$ cat src/rtl/event_readout_ctrl.sv
// Event readout controller: drains fixed-length events from the circular
// event buffer RAM through a small credit-controlled skid FIFO onto a
// valid/ready stream, emitting one read_complete pulse per delivered event.
module event_readout_ctrl #(
  parameter int ADDR_W  = 10,
  parameter int DATA_W  = 16,
  parameter int EVT_LEN = 32,
  parameter int FIFO_D  = 4
) (
  input  logic              clk,
  input  logic              rst_n,
  input  logic              live_rising,
  input  logic [5:0]        n_pileup,
  output logic              mem_rd_en,
  output logic [ADDR_W-1:0] mem_rd_addr,
  input  logic [DATA_W-1:0] mem_rd_data,
  output logic [DATA_W-1:0] out_data,
  output logic              out_valid,
  input  logic              out_ready,
  output logic              out_last,
  output logic              read_complete,
  output logic              busy,
  output logic [11:0]       evt_num
);

  localparam logic [2:0] S_IDLE   = 3'd0;
  localparam logic [2:0] S_HEADER = 3'd1;
  localparam logic [2:0] S_READ   = 3'd2;
  localparam logic [2:0] S_DRAIN  = 3'd3;
  localparam logic [2:0] S_DONE   = 3'd4;
  localparam logic [2:0] S_GAP    = 3'd5;

  localparam int PW = (FIFO_D > 1) ? $clog2(FIFO_D) : 1;
  localparam int CW = $clog2(FIFO_D + 1);
  localparam int SW = CW + 1;
  // A full-ring event length truncates to zero, which is the correct modulo step.
  localparam logic [ADDR_W-1:0] EVT_STEP = ADDR_W'(EVT_LEN);
  localparam logic [ADDR_W-1:0] LAST_IDX = ADDR_W'(EVT_LEN - 1);

  logic [2:0]        state_q, state_d;
  logic [ADDR_W-1:0] base_q;
  logic [ADDR_W-1:0] idx_q;
  logic [11:0]       evtNum_q;
  logic [CW-1:0]     cnt_q;
  logic [PW-1:0]     wrPtr_q, rdPtr_q;
  logic [DATA_W-1:0] fifoData_q [FIFO_D];
  logic              fifoLast_q [FIFO_D];
  // Two-stage tags shadowing the RAM read latency; stage 2 lines up with returned data.
  logic              p1Valid_q, p1Last_q, p2Valid_q, p2Last_q;

  logic [1:0]        inFlight;
  logic [SW-1:0]     occupancySum;
  logic              creditOk, headValid, pop, hdrPush, issue, retPush, push, pushLast;
  logic              lastIdx;
  logic [15:0]       hdrWord;
  logic [DATA_W-1:0] pushData;

  function automatic logic [PW-1:0] nextPtr(input logic [PW-1:0] p);
    return (p == PW'(FIFO_D - 1)) ? '0 : p + PW'(1);
  endfunction

  assign inFlight     = {1'b0, p1Valid_q} + {1'b0, p2Valid_q};
  assign occupancySum = SW'(cnt_q) + SW'(inFlight);
  assign creditOk     = occupancySum < SW'(FIFO_D);
  assign headValid    = (cnt_q != '0);
  assign pop          = headValid && out_ready;
  assign lastIdx      = (idx_q == LAST_IDX);
  assign hdrPush      = (state_q == S_HEADER) && creditOk && !live_rising;
  assign issue        = (state_q == S_READ) && creditOk && !live_rising;
  assign retPush      = p2Valid_q;
  assign push         = hdrPush || retPush;
  assign hdrWord      = {4'hA, evtNum_q};
  assign pushData     = hdrPush ? DATA_W'(hdrWord) : mem_rd_data;
  assign pushLast     = retPush && p2Last_q;

  assign mem_rd_en     = issue;
  assign mem_rd_addr   = base_q + idx_q;
  assign out_valid     = headValid;
  assign out_data      = headValid ? fifoData_q[rdPtr_q] : '0;
  assign out_last      = headValid ? fifoLast_q[rdPtr_q] : 1'b0;
  assign read_complete = (state_q == S_DONE);
  assign busy          = (state_q != S_IDLE);
  assign evt_num       = evtNum_q;

  // Next-state logic; DRAIN exits on the very cycle the last payload word is accepted.
  always_comb begin
    state_d = state_q;
    case (state_q)
      S_IDLE:   if (n_pileup != 6'd0 && n_pileup != 6'h3F && !live_rising) state_d = S_HEADER;
      S_HEADER: if (hdrPush) state_d = S_READ;
      S_READ:   if (issue && lastIdx) state_d = S_DRAIN;
      S_DRAIN:  if (!p1Valid_q && !p2Valid_q && pop && out_last) state_d = S_DONE;
      S_DONE:   state_d = S_GAP;
      S_GAP:    state_d = S_IDLE;
      default:  state_d = S_IDLE;
    endcase
  end

  // Control state; a live_rising flush clears the same state as reset, and
  // clearing the read tags drops any data still returning from the RAM.
  always_ff @(posedge clk) begin
    if (!rst_n || live_rising) begin
      state_q   <= S_IDLE;
      base_q    <= '0;
      idx_q     <= '0;
      evtNum_q  <= '0;
      cnt_q     <= '0;
      wrPtr_q   <= '0;
      rdPtr_q   <= '0;
      p1Valid_q <= 1'b0;
      p1Last_q  <= 1'b0;
      p2Valid_q <= 1'b0;
      p2Last_q  <= 1'b0;
    end else begin
      state_q   <= state_d;
      p1Valid_q <= issue;
      p1Last_q  <= issue && lastIdx;
      p2Valid_q <= p1Valid_q;
      p2Last_q  <= p1Last_q;
      if (issue) begin
        idx_q <= lastIdx ? '0 : idx_q + ADDR_W'(1);
      end
      if (state_q == S_DONE) begin
        base_q   <= base_q + EVT_STEP;
        evtNum_q <= evtNum_q + 12'd1;
        idx_q    <= '0;
      end
      if (push) wrPtr_q <= nextPtr(wrPtr_q);
      if (pop)  rdPtr_q <= nextPtr(rdPtr_q);
      case ({push, pop})
        2'b10:   cnt_q <= cnt_q + CW'(1);
        2'b01:   cnt_q <= cnt_q - CW'(1);
        default: cnt_q <= cnt_q;
      endcase
    end
  end

  // FIFO storage needs no reset; the outputs are masked whenever it is empty.
  always_ff @(posedge clk) begin
    if (push) begin
      fifoData_q[wrPtr_q] <= pushData;
      fifoLast_q[wrPtr_q] <= pushLast;
    end
  end

endmodule

$ cat config.mk
export PLATFORM = sky130hd
export DESIGN_NAME = event_readout_ctrl
export DESIGN_NICKNAME = d
export VERILOG_FILES = /design/src/rtl/event_readout_ctrl.sv
export SDC_FILE = /design/constraint.sdc
export NUM_CORES = 1
export LEC_CHECK = 0
export ABC_AREA = 1
export BUFFER_PORTS_ARGS = -buffer_cell sky130_fd_sc_hd__clkbuf_2
export CORE_MARGIN = 4
export CORE_UTILIZATION = 35
export DETAILED_ROUTE_END_ITERATION = 8
export SYNTH_ARGS = -nofsm -noshare
export SYNTH_HDL_FRONTEND = slang
export SYNTH_SLANG_ARGS = --single-unit
$ cat constraint.sdc
create_clock -name clk -period 3.3 [get_ports clk]
set_input_delay 0.495 -clock clk [delete_from_list [all_inputs] [get_ports clk]]
set_output_delay 0.495 -clock clk [all_outputs]
set_load 0.03 [all_outputs]
### Word-level counts from Yosys, hierarchy flattened

Memory sizes are Yosys's and may differ from the RTL's. A register that Yosys moved wholly into a read port is not among the register bits.
Cells that the tools add are included.

* bits in registers: 46
* bits in latches: 0
* RAM bits: 68
* memory bits (read-only): 0
* input port bits: 26
* output and inout port bits: 43
* logic and storage cells: 81
* memories: 2

* add/subtract/negate cells: 10
* multipliers: 0
* divide/modulo/power cells: 0
* order comparisons: 1
* equal/unequal tests: 14
* shifts and indexed selects: 0
* muxes and demuxes: 18
* bitwise gates (word level): 0
* reductions and logical operators: 25

Memories
* fifoData_q: words 4, bits a word 16, read ports 1, clocked after memory_dff 1, write ports 1, RTL line 46 `logic [DATA_W-1:0] fifoData_q [FIFO_D];`
* fifoLast_q: words 4, bits a word 1, read ports 1, clocked after memory_dff 1, write ports 1, RTL line 47 `logic fifoLast_q [FIFO_D];`

Operators by type and width (count)
* 2-to-1 mux 16 bit: 2
* case mux 3 bit (5 select lines): 1
* adder 12 x 1 -> 12 bit (second input constant): 1
* logical AND 1 bit: 12
* 2-to-1 mux 2 bit: 6
* 2-to-1 mux 3 bit: 4
* adder 10 x 1 -> 10 bit (second input constant): 1
* adder 10 bit: 1
* adder 10 x 6 -> 10 bit (second input constant): 1
* == test 10 x 5 -> 1 bit (second input constant): 1
* 2-to-1 mux 10 bit: 1
* == test 2 bit (second input constant): 3
* == test 3 x 2 -> 1 bit (second input constant): 2
* inequality test 2 bit (second input constant): 3
* inequality test 6 bit (second input constant): 1
* case mux 3 bit (2 select lines): 1
* nonzero test 3 bit: 2
* nonzero test 6 bit: 1
* adder 2 x 1 -> 2 bit (second input constant): 2
* adder 3 x 2 -> 4 bit: 1
* zero test 1 bit: 4
* < comparator 4 x 3 -> 1 bit (second input constant): 1
* AND reduction 4 bit: 1
* adder 3 x 1 -> 3 bit (second input constant): 1
* other kinds (11): 14

### Depth between registers and ports, before layout

Gate-level depths: netlist of run 1.

* word-level depth: 8
* depth in mapped cells: 14
* mapped depth without buffers: 14

### Worst setup path after synthesis of run 1

No wires, ideal clock.

* kind: reg2reg
* from: register cnt_q[0]
* to: memory fifoData_q[3][0], enable pin
* setup time: 0.393 ns
* data arrival time: 1.911 ns
* required time: 2.907 ns
* setup slack: 0.996 ns
* cell stages (with the launch flop): 9
* buffers on the path: 0
* period minus slack after synthesis: 2.304 ns
* path through: dfxtp_1 -> ha_1 -> nand2_1 -> nand2_1 -> o21ai_1 -> nand3_2 -> inv_2 -> nor2_4 -> nor2_1

* cells in the longest elaborated chain, start to end: 7

Ends and longest elaborated chain
* from (decl): RTL line 44 `logic [CW-1:0] cnt_q;`
* from (signal assigned): RTL line 131 `2'b10: cnt_q <= cnt_q + CW'(1);`
* from (signal assigned): RTL line 132 `2'b01: cnt_q <= cnt_q - CW'(1);`
* from (signal assigned): RTL line 133 `default: cnt_q <= cnt_q;`
* adder 3 x 2 -> 4 bit: RTL line 63 `assign occupancySum = SW'(cnt_q) + SW'(inFlight);`
* < comparator 4 x 3 -> 1 bit: RTL line 64 `assign creditOk = occupancySum < SW'(FIFO_D);`
* logical AND 1 bit (2 in a row): RTL line 68 `assign hdrPush = (state_q == S_HEADER) && creditOk && !live_rising;`
* logical OR 1 bit: RTL line 71 `assign push = hdrPush || retPush;`
* 2-to-1 mux 1 bit: RTL line 140 `if (push) begin`
* 2-to-1 mux 1 bit (not written as such): RTL line 141 `fifoData_q[wrPtr_q] <= pushData;`
* to (decl): RTL line 46

Every way passes these cells.

==> impl_metrics.toml, run 1 <==
[sta]
setup_tns_ns = 0
finClkSkew_ns = 0.00775
hold_viol = 0
tightest_slew_ns = 0.609
drv_slew = 0
relSlewSlack_pct = 59.2
layout_min_cycle_time_ns = 2.64
max_freq_ghz = 0.379
setup_viol = 0
holdWs_ns = 0.383
rsz0062_at_grt = "false"
period_share_pct = 80.0

[critical_path]
worstRegToRegCells = 14
cp-start-kind = "register"
r2r_end = "cnt_q[2]"
crit_required_ns = 2.80
worstSetupPathType = "register to output port"
crit_arrival_ns = 2.15
endpoint_kind = "output port"
worst-path-max-fanout = 20
reg2reg_from = "p1Valid_q"
r2r_setup_slack_ns = 0.85

[clock_network]
cts_resized = 0
root_buffer = "clkbuf_16"
cts.sinks = 111
cts_tree = "done"
cts-hold-fix-buffers = 0
htree_levels = 3
clk_pin_slew_worst_paths_ns = 0.07
insertion_delay_ns = 0.35
clockBufferDepth = 2
cts_inserted_buffers = 9
cts_setup_buffers = 0

[pwr]
power_density_mw_per_mm2 = 450
ir_drop_uv = 304
p_leak_nw = 2.40
total_power_w = 0.00266

[placement]
dp_hpwl_um = 8030
gp_congestion = 0.850
numPortBuffers = 68
placed_area_mm2 = 0.00563

[final_layout]
final_common_cell = "nor2_1"
design_area_mm2 = 0.00591
antenna_cells = 0
fill_cells = 1406
area_growth_pct = 15.9
layout-drive-gt1-share_pct = 18.5
final_net_count = 663
final_cell_mix = "nor2_1 (112), edfxtp_1 (68), clkbuf_2 (68), o21ai_0 (62), nand2_1 (58)"

[status]
status = "completed"

[hold_path]
hp-start = "rst_n"
hp-class = "primary input to register"
hold_end = "p1Valid_q"
min_delay_path_depth = 3

[drt]
drt-total-wl_um = 11300
drc_errors = 0
route.vias.total = 3845
drt_iter0_markers = 248
drt_first_pass_iters = 4
wl_per_cell_um = 14.1
antenna_left = 0
vias_per_cell = 4.77

[floorplanning]
ioPinCount = 69
dieHeight_um = 129
start_util_pct = 36.2
core_mm2 = 0.0141
die_area_mm2 = 0.0166
row_count = 43
die_w_um = 129

[synthesis]
ys_seq_area_share_pct = 56.9
syn_inst = 554
netlist_area_mm2 = 0.00510
syn_nets = 596
ys_types = 38
synth_ff_type = "edfxtp_1"
avgSynthCellArea_um2 = 9.21
ys_ff_latch = 111
synth_enable_flop_cells = 68
synth-async-reset-ratio_pct = 0
ys_warn_count = 0

[run]
cap_violations = 0

[global_route]
track_usage_pct = 14.1
grt_overflow = 0
grt_max_degree = 35
antenna_found_initial = 0
grt_pass1_vias = 3844
grt_pass1_wl_um = 18600
-- flip-flops by register name, indices dropped and copies added (netlist names), named ones only --
signal / flops
p1Valid_q: 1
base_q: 5
evt_num: 12
cnt_q: 3
p2Valid_q: 1
p2Last_q: 1
p1Last_q: 1
fifoData_q: 64
rdPtr_q: 2
idx_q: 10
wrPtr_q: 2
fifoLast_q: 4
state_q: 3
-- stage by stage --
step                instances  utilization, %  worst slack, ns
global placement          790            40.0            0.950
detailed placement        790            40.0            0.875
CTS                       806            41.9            0.618
finish                    806            41.9            0.659
global route              806            41.9            0.435
floorplan                 554               -            0.996
-- cell usage after synthesis (4+ instances only) --
cell type | count | area share, %
nor3_2 | 5 | 0.98
a21oi_1 | 46 | 4.5
inv_2 | 5 | 0.37
clkbuf_1 | 13 | 0.96
o21ai_0 | 62 | 6.1
nand3_1 | 16 | 1.6
nand2_1 | 58 | 4.3
buf_4 | 5 | 0.74
inv_1 | 56 | 4.1
edfxtp_1 | 68 | 40
ha_1 | 14 | 3.4
nand4_1 | 4 | 0.49
dfxtp_1 | 43 | 17
nor3_1 | 7 | 0.69
nor2_1 | 112 | 8.2
xor2_1 | 5 | 0.86
-- worst max-delay path by stage --
stage / depth (start not counted) / slack [ns] / end
finish: 6 / 0.66 / out_data[4]
floorplan: 8 / 1.0 / fifoData_q[3][0]
CTS: 5 / 0.62 / out_data[3]
global placement: 14 / 0.95 / cnt_q[2]
detailed placement: 14 / 0.87 / cnt_q[2]
global route: 6 / 0.43 / out_data[12]
-- worst max-delay path, cell delays in order, from the launching register on --
cell and delay, ns:
dfxtp_1 0.71, buf_4 0.36, nor2_1 0.08, nor2_1 0.08
o21ai_0 0.08, a21oi_1 0.22, clkbuf_2 0.26
-- logic make-up after synthesis --
family                     Yosys count  synth area share [%]
AOI/OAI and AO/OA                  114                  11.4
xor gates and xnor gates             6                  1.03
adders and majority gates           16                  4.22
buffers and inverters               86                  6.77
DFF                                111                  56.9
and+or+nand+nor                    221                  19.7
-- cell type report --
type,instances,area [um^2],share of cell area [%]
clock buffer,9,225,3.81
clock inverter,7,53.8,0.910
inverter,65,245,4.15
multi-input combinational,357,1850,31.3
sequential,111,2900,49.1
tap,180,225,3.81
timing repair buffer,77,408,6.90
-- metal layers --
layer	vias up	track usage (%)	wire length (um)
met4	0	4.57	210
met1	1781	17.3	4900
met5	-	0	0
li1	1976	-	-
met2	75	24.0	5560
met3	13	4.23	665
-- where the power goes --
part / switching, W / internal [W]
logic: 0.000101 / 0.0000452
clock network: 0.000499 / 0.000520
registers: 0.00000637 / 0.00148
total: 0.000607 / 0.00205
No activity file was read; power rests on OpenSTA's default activity.
==> inputs of run 2 (changes only) <==
clock period = 2.4 ns   (was 3.3 ns; I/O delays follow)
==> run 2 against run 1 <==
  * Die area stayed put
  * Worst setup slack worse by 0.54 ns
  * Register-to-register slack worse by 0.69 ns
  * Cell count is 0.37% higher
  * Clock power is 44% higher
  * Non-clock buffer count is 3 higher
  * Combinational power is 42% higher
  * Critical endpoint is now mem_rd_addr[9]
  * Clock skew is 0.0030 ns higher
  * Wire length is 1.0% higher
==> impl_metrics.toml, run 2 (same netlist as run 1, synthesis figures left out) <==
[pwr]
power_density_mw_per_mm2 = 625
total_power_w = 0.00373
comb_power_share_pct = 5.5
power.share.sequential_pct = 55.0
internal_power_w = 0.00293
p_leak_nw = 2.42
swShare_pct = 21.5
ir_drop_uv = 306
net-switching-power_w = 0.000801
clkPwrFrac_pct = 39.4

[final_layout]
stdcell_count = 809
area_growth_pct = 16.9
fill_cells = 1373
largest_reg_flops = 64
final_net_count = 666
final_common_cell = "nor2_1"
layout-drive-gt1-share_pct = 18.9
antenna_cells = 0
final_cell_mix = "nor2_1 (112), edfxtp_1 (68), clkbuf_2 (68), o21ai_0 (60), nand2_1 (58)"
top_register = "fifoData_q"

[sta]
layout_min_cycle_time_ns = 2.28
hold_viol = 0
setup_tns_ns = 0
relSlewSlack_pct = 59.7
setup_slack_ns = 0.116
max_freq_ghz = 0.438
drv_slew = 0
tightest_slew_ns = 0.598
rsz0062_at_grt = "false"
period_share_pct = 95.2
setup_viol = 0
finClkSkew_ns = 0.0108

[placement]
gp_congestion = 0.801
place_inst = 793
numPortBuffers = 68
dp_hpwl_um = 8020
post-place-ws_ns = 0.182

[global_route]
grt_max_degree = 35
grt_overflow = 0
grt_pass1_wl_um = 18400
track_usage_pct = 14.0
grt_pass1_vias = 3767
antenna_found_initial = 0

[critical_path]
cp-start-kind = "register"
slowest_stage = "dfxtp_1"
slowest_delay_ns = 0.39
crit_required_ns = 2.04
worstSetupPathType = "register to output port"
endpoint_kind = "output port"
worst-path-max-fanout = 4
crit_chain = "ha_1 -> inv_1 -> fa_1 -> o21ai_1 -> xor2_1 -> clkbuf_2"
crit_arrival_ns = 1.92

[drt]
drt_first_pass_iters = 4
wl_per_cell_um = 14.1
drc_errors = 0
drt_iter0_markers = 172
vias_per_cell = 4.83
route.vias.total = 3904
antenna_left = 0
drt-total-wl_um = 11400

[clock_network]
clockBufferDepth = 2
cts-hold-fix-buffers = 0
htree_levels = 3
insertion_delay_ns = 0.34
cts.sinks = 111
cts_setup_buffers = 0
root_buffer = "clkbuf_16"
clk_pin_slew_worst_paths_ns = 0.07
cts_inserted_buffers = 9
cts_tree = "done"

[floorplanning]
core_mm2 = 0.0141
die_w_um = 129
dieHeight_um = 129
start_util_pct = 36.2
die_area_mm2 = 0.0166
row_count = 43
ioPinCount = 69

[run]
cap_violations = 0

[hold_path]
hp-class = "primary input to register"

[status]
status = "completed"
## run 2: cell types whose count changed in the layout (fill, tap and decap cells not counted), moves of 2 or more
cell / change
clkbuf_1: +3
clkinv_1: -3
buf_4: +2
clkinv_4: -2
o21ai_0: -2
o21ai_1: +2
## run 2: critical path: cells and delay by family (launching register included)
family / cells / cell delay, ns
AO/OA/AOI/OAI: 1 / 0.18
XOR/XNOR: 1 / 0.16
adder cells (fa/ha/maj): 2 / 0.58
buffers and inverters: 2 / 0.27
flip-flops: 1 / 0.39
## run 2: final timing paths
kind,startpoint,endpoint,slack (ns),cells after the start
setup / recovery,base_q[5],mem_rd_addr[9],0.12,6
hold / removal,rst_n,p1Valid_q,0.26,3
setup reg to reg,p1Valid_q,cnt_q[2],0.16,14
hold reg to reg,p1Last_q,p2Last_q,0.41,2
## run 2: cell type report
cell class                      count  area (um^2)  share of cell area, %
Clock inverter                      4         55.1                  0.923
Sequential cell                   111         2900                   48.7
Clock buffer                       12          236                   3.97
Inverter                           65          249                   4.18
Timing Repair Buffer               80          443                   7.43
Multi-Input combinational cell    357         1850                   31.1
Tap cell                          180          225                   3.78
## run 2: per-stage QoR
step                hold WS [ns]  utilization (%)  area, um^2
CTS                        0.234             42.3        5960
global placement           0.400             40.2        5670
detailed placement         0.404             40.2        5670
global route               0.246             42.3        5960
floorplan                  0.394                -        5100
finish                     0.257             42.3        5960
## run 2: metal layers
layer | vias to the layer above | track usage (%) | part of all wire [%]
met3 | 13 | 3.57 | 5.6
met2 | 93 | 23.9 | 49
met4 | 0 | 4.63 | 1.3
li1 | 1980 | - | -
met1 | 1818 | 17.2 | 44
met5 | - | 0 | 0
## run 2: what timing repair did
item | CTS | global route
hold endpoints to repair | 0 | 0
gates resized for setup | 0 | 3
setup endpoints to repair | 0 | 9
## run 2: power groups by stage
stage | clock network (W) | registers (W) | logic (W)
2_1_floorplan | 0 | 0.00209 | 0.000130
6_report | 0.00147 | 0.00205 | 0.000207
4_1_cts | 0.00152 | 0.00205 | 0.000208
3_3_place_gp | 0 | 0.00209 | 0.000200
3_5_place_dp | 0 | 0.00209 | 0.000207
5_1_grt | 0.00161 | 0.00205 | 0.000231
==> inputs of run 3 (changes only) <==
BUFFER_PORTS_ARGS = not set   (was -buffer_cell sky130_fd_sc_hd__clkbuf_2)
DONT_BUFFER_PORTS = 1   (was not set)
==> run 3 against run 2 <==
  * Sequential cell count stayed put
  * Maximum frequency is 1.8% higher
  * Worst setup slack better by 0.040 ns
  * Critical endpoint unchanged
  * Via count is 3.2% lower
  * Worst hold slack worse by 0.078 ns
  * Largest cell class unchanged
==> impl_metrics.toml, run 3 (same netlist as run 1, synthesis figures left out) <==
[status]
status = "completed"

[global_route]
grt_pass1_wl_um = 18200
grt_max_degree = 35
grt_pass1_vias = 3674
antenna_found_initial = 0
track_usage_pct = 14.0
grt_overflow = 0

[sta]
setup_viol = 0
tightest_slew_ns = 0.666
layout_min_cycle_time_ns = 2.24
max_freq_ghz = 0.446
hold_viol = 0
rsz0062_at_grt = "false"
setup_tns_ns = 0
finClkSkew_ns = 0.0103
relSlewSlack_pct = 55.1
period_share_pct = 93.5
drv_slew = 0

[critical_path]
slowest_stage = "dfxtp_1"
crit_required_ns = 2.04
worstRegToRegCells = 14
crit_arrival_ns = 1.88
startpoint = "base_q[5]"
reg2reg_from = "p1Valid_q"
endpoint_kind = "output port"
crit_chain = "ha_1 -> inv_1 -> fa_1 -> o21ai_1 -> xor2_1 -> buf_4"
slowest_delay_ns = 0.39
worstSetupPathType = "register to output port"
worst-path-max-fanout = 4
cp-start-kind = "register"

[floorplanning]
die_area_mm2 = 0.0166
start_util_pct = 36.2
ioPinCount = 69
dieHeight_um = 129
row_count = 43
core_mm2 = 0.0141
die_w_um = 129

[clock_network]
cts_inserted_buffers = 9
clockBufferDepth = 2
cts_resized = 0
cts_setup_buffers = 0
htree_levels = 3
cts_tree = "done"
clk_pin_slew_worst_paths_ns = 0.07
cts.sinks = 111
cts-hold-fix-buffers = 0
insertion_delay_ns = 0.35
root_buffer = "clkbuf_16"

[drt]
drt_iter0_markers = 161
drt_first_pass_iters = 4
drt-total-wl_um = 11300
wl_per_cell_um = 14.7
antenna_left = 0
route.vias.total = 3781
drc_errors = 0
vias_per_cell = 4.94

[pwr]
power.share.sequential_pct = 54.9
net-switching-power_w = 0.000819
power_density_mw_per_mm2 = 643
comb_power_share_pct = 4.9
ir_drop_uv = 368
swShare_pct = 21.9
clkPwrFrac_pct = 40.2
p_leak_nw = 2.26
internal_power_w = 0.00292

[final_layout]
stdcell_count = 766
final_net_count = 623
layout-drive-gt1-share_pct = 13.0
final_common_cell = "nor2_1"
final_cell_mix = "nor2_1 (112), edfxtp_1 (68), o21ai_0 (61), nand2_1 (58), inv_1 (56)"
area_growth_pct = 14.1
largest_reg_flops = 64
top_register = "fifoData_q"
antenna_cells = 0

[hold_path]
hp-start = "rst_n"
hp-class = "primary input to register"
min_delay_path_depth = 2

[run]
cap_violations = 0

[placement]
dp_hpwl_um = 8000
place_inst = 750
gp_congestion = 0.810
numPortBuffers = 0
==> run 3: final timing paths <==
| path | endpoint | slack (ns) |
|---|---|---|
| worst max-delay path | mem_rd_addr[9] | 0.16 |
| worst min-delay path | p1Valid_q | 0.18 |
| worst max register to register | cnt_q[2] | 0.23 |
| worst min register to register | p2Last_q | 0.41 |
==> run 3: power groups by stage <==
stage	Sequential, W	Clock (W)	Combinational (W)
5_1_grt	0.00205	0.00162	0.000208
3_3_place_gp	0.00209	0	0.000178
2_1_floorplan	0.00209	0	0.000130
3_5_place_dp	0.00209	0	0.000184
4_1_cts	0.00205	0.00154	0.000185
6_report	0.00205	0.00150	0.000184
==> run 3: metrics by stage <==
stage	util [%]	instance area (um^2)	total power, W	hold slack, ns	setup WS, ns
finish	41.3	5820	0.00374	0.180	0.156
global route	41.3	5820	0.00388	0.173	0.0293
CTS	41.2	5810	0.00378	0.168	0.0811
detailed placement	39.1	5520	0.00228	0.402	0.248
global placement	39.1	5520	0.00227	0.403	0.279
floorplan	-	5100	0.00222	0.394	0.0956
==> run 3: critical path, delay by kind of cell (launching register included) <==
| family | cells | cell delay [ns] |
|---|---|---|
| adders and majority gates | 2 | 0.59 |
| DFF | 1 | 0.39 |
| buffers and inverters | 2 | 0.23 |
| AOI/OAI and AO/OA | 1 | 0.17 |
| xor gates and xnor gates | 1 | 0.16 |
==> run 3: metal layers <==
| layer | GRT usage [%] | up-vias | part of all wire, % |
|---|---|---|---|
| met3 | 5.69 | 15 | 6.7 |
| li1 | - | 1902 | - |
| met2 | 23.9 | 85 | 50 |
| met1 | 16.3 | 1779 | 42 |
| met4 | 4.01 | 0 | 1.2 |
| met5 | 0 | - | 0 |
==> run 3: area by class of cell <==
class | count | area [um^2]
tap | 180 | 225
multi-input combinational | 357 | 1850
inverter | 65 | 248
timing repair buffer | 37 | 290
sequential | 111 | 2900
fill | 1366 | 8280
clock buffer | 11 | 233
clock inverter | 5 | 65.1
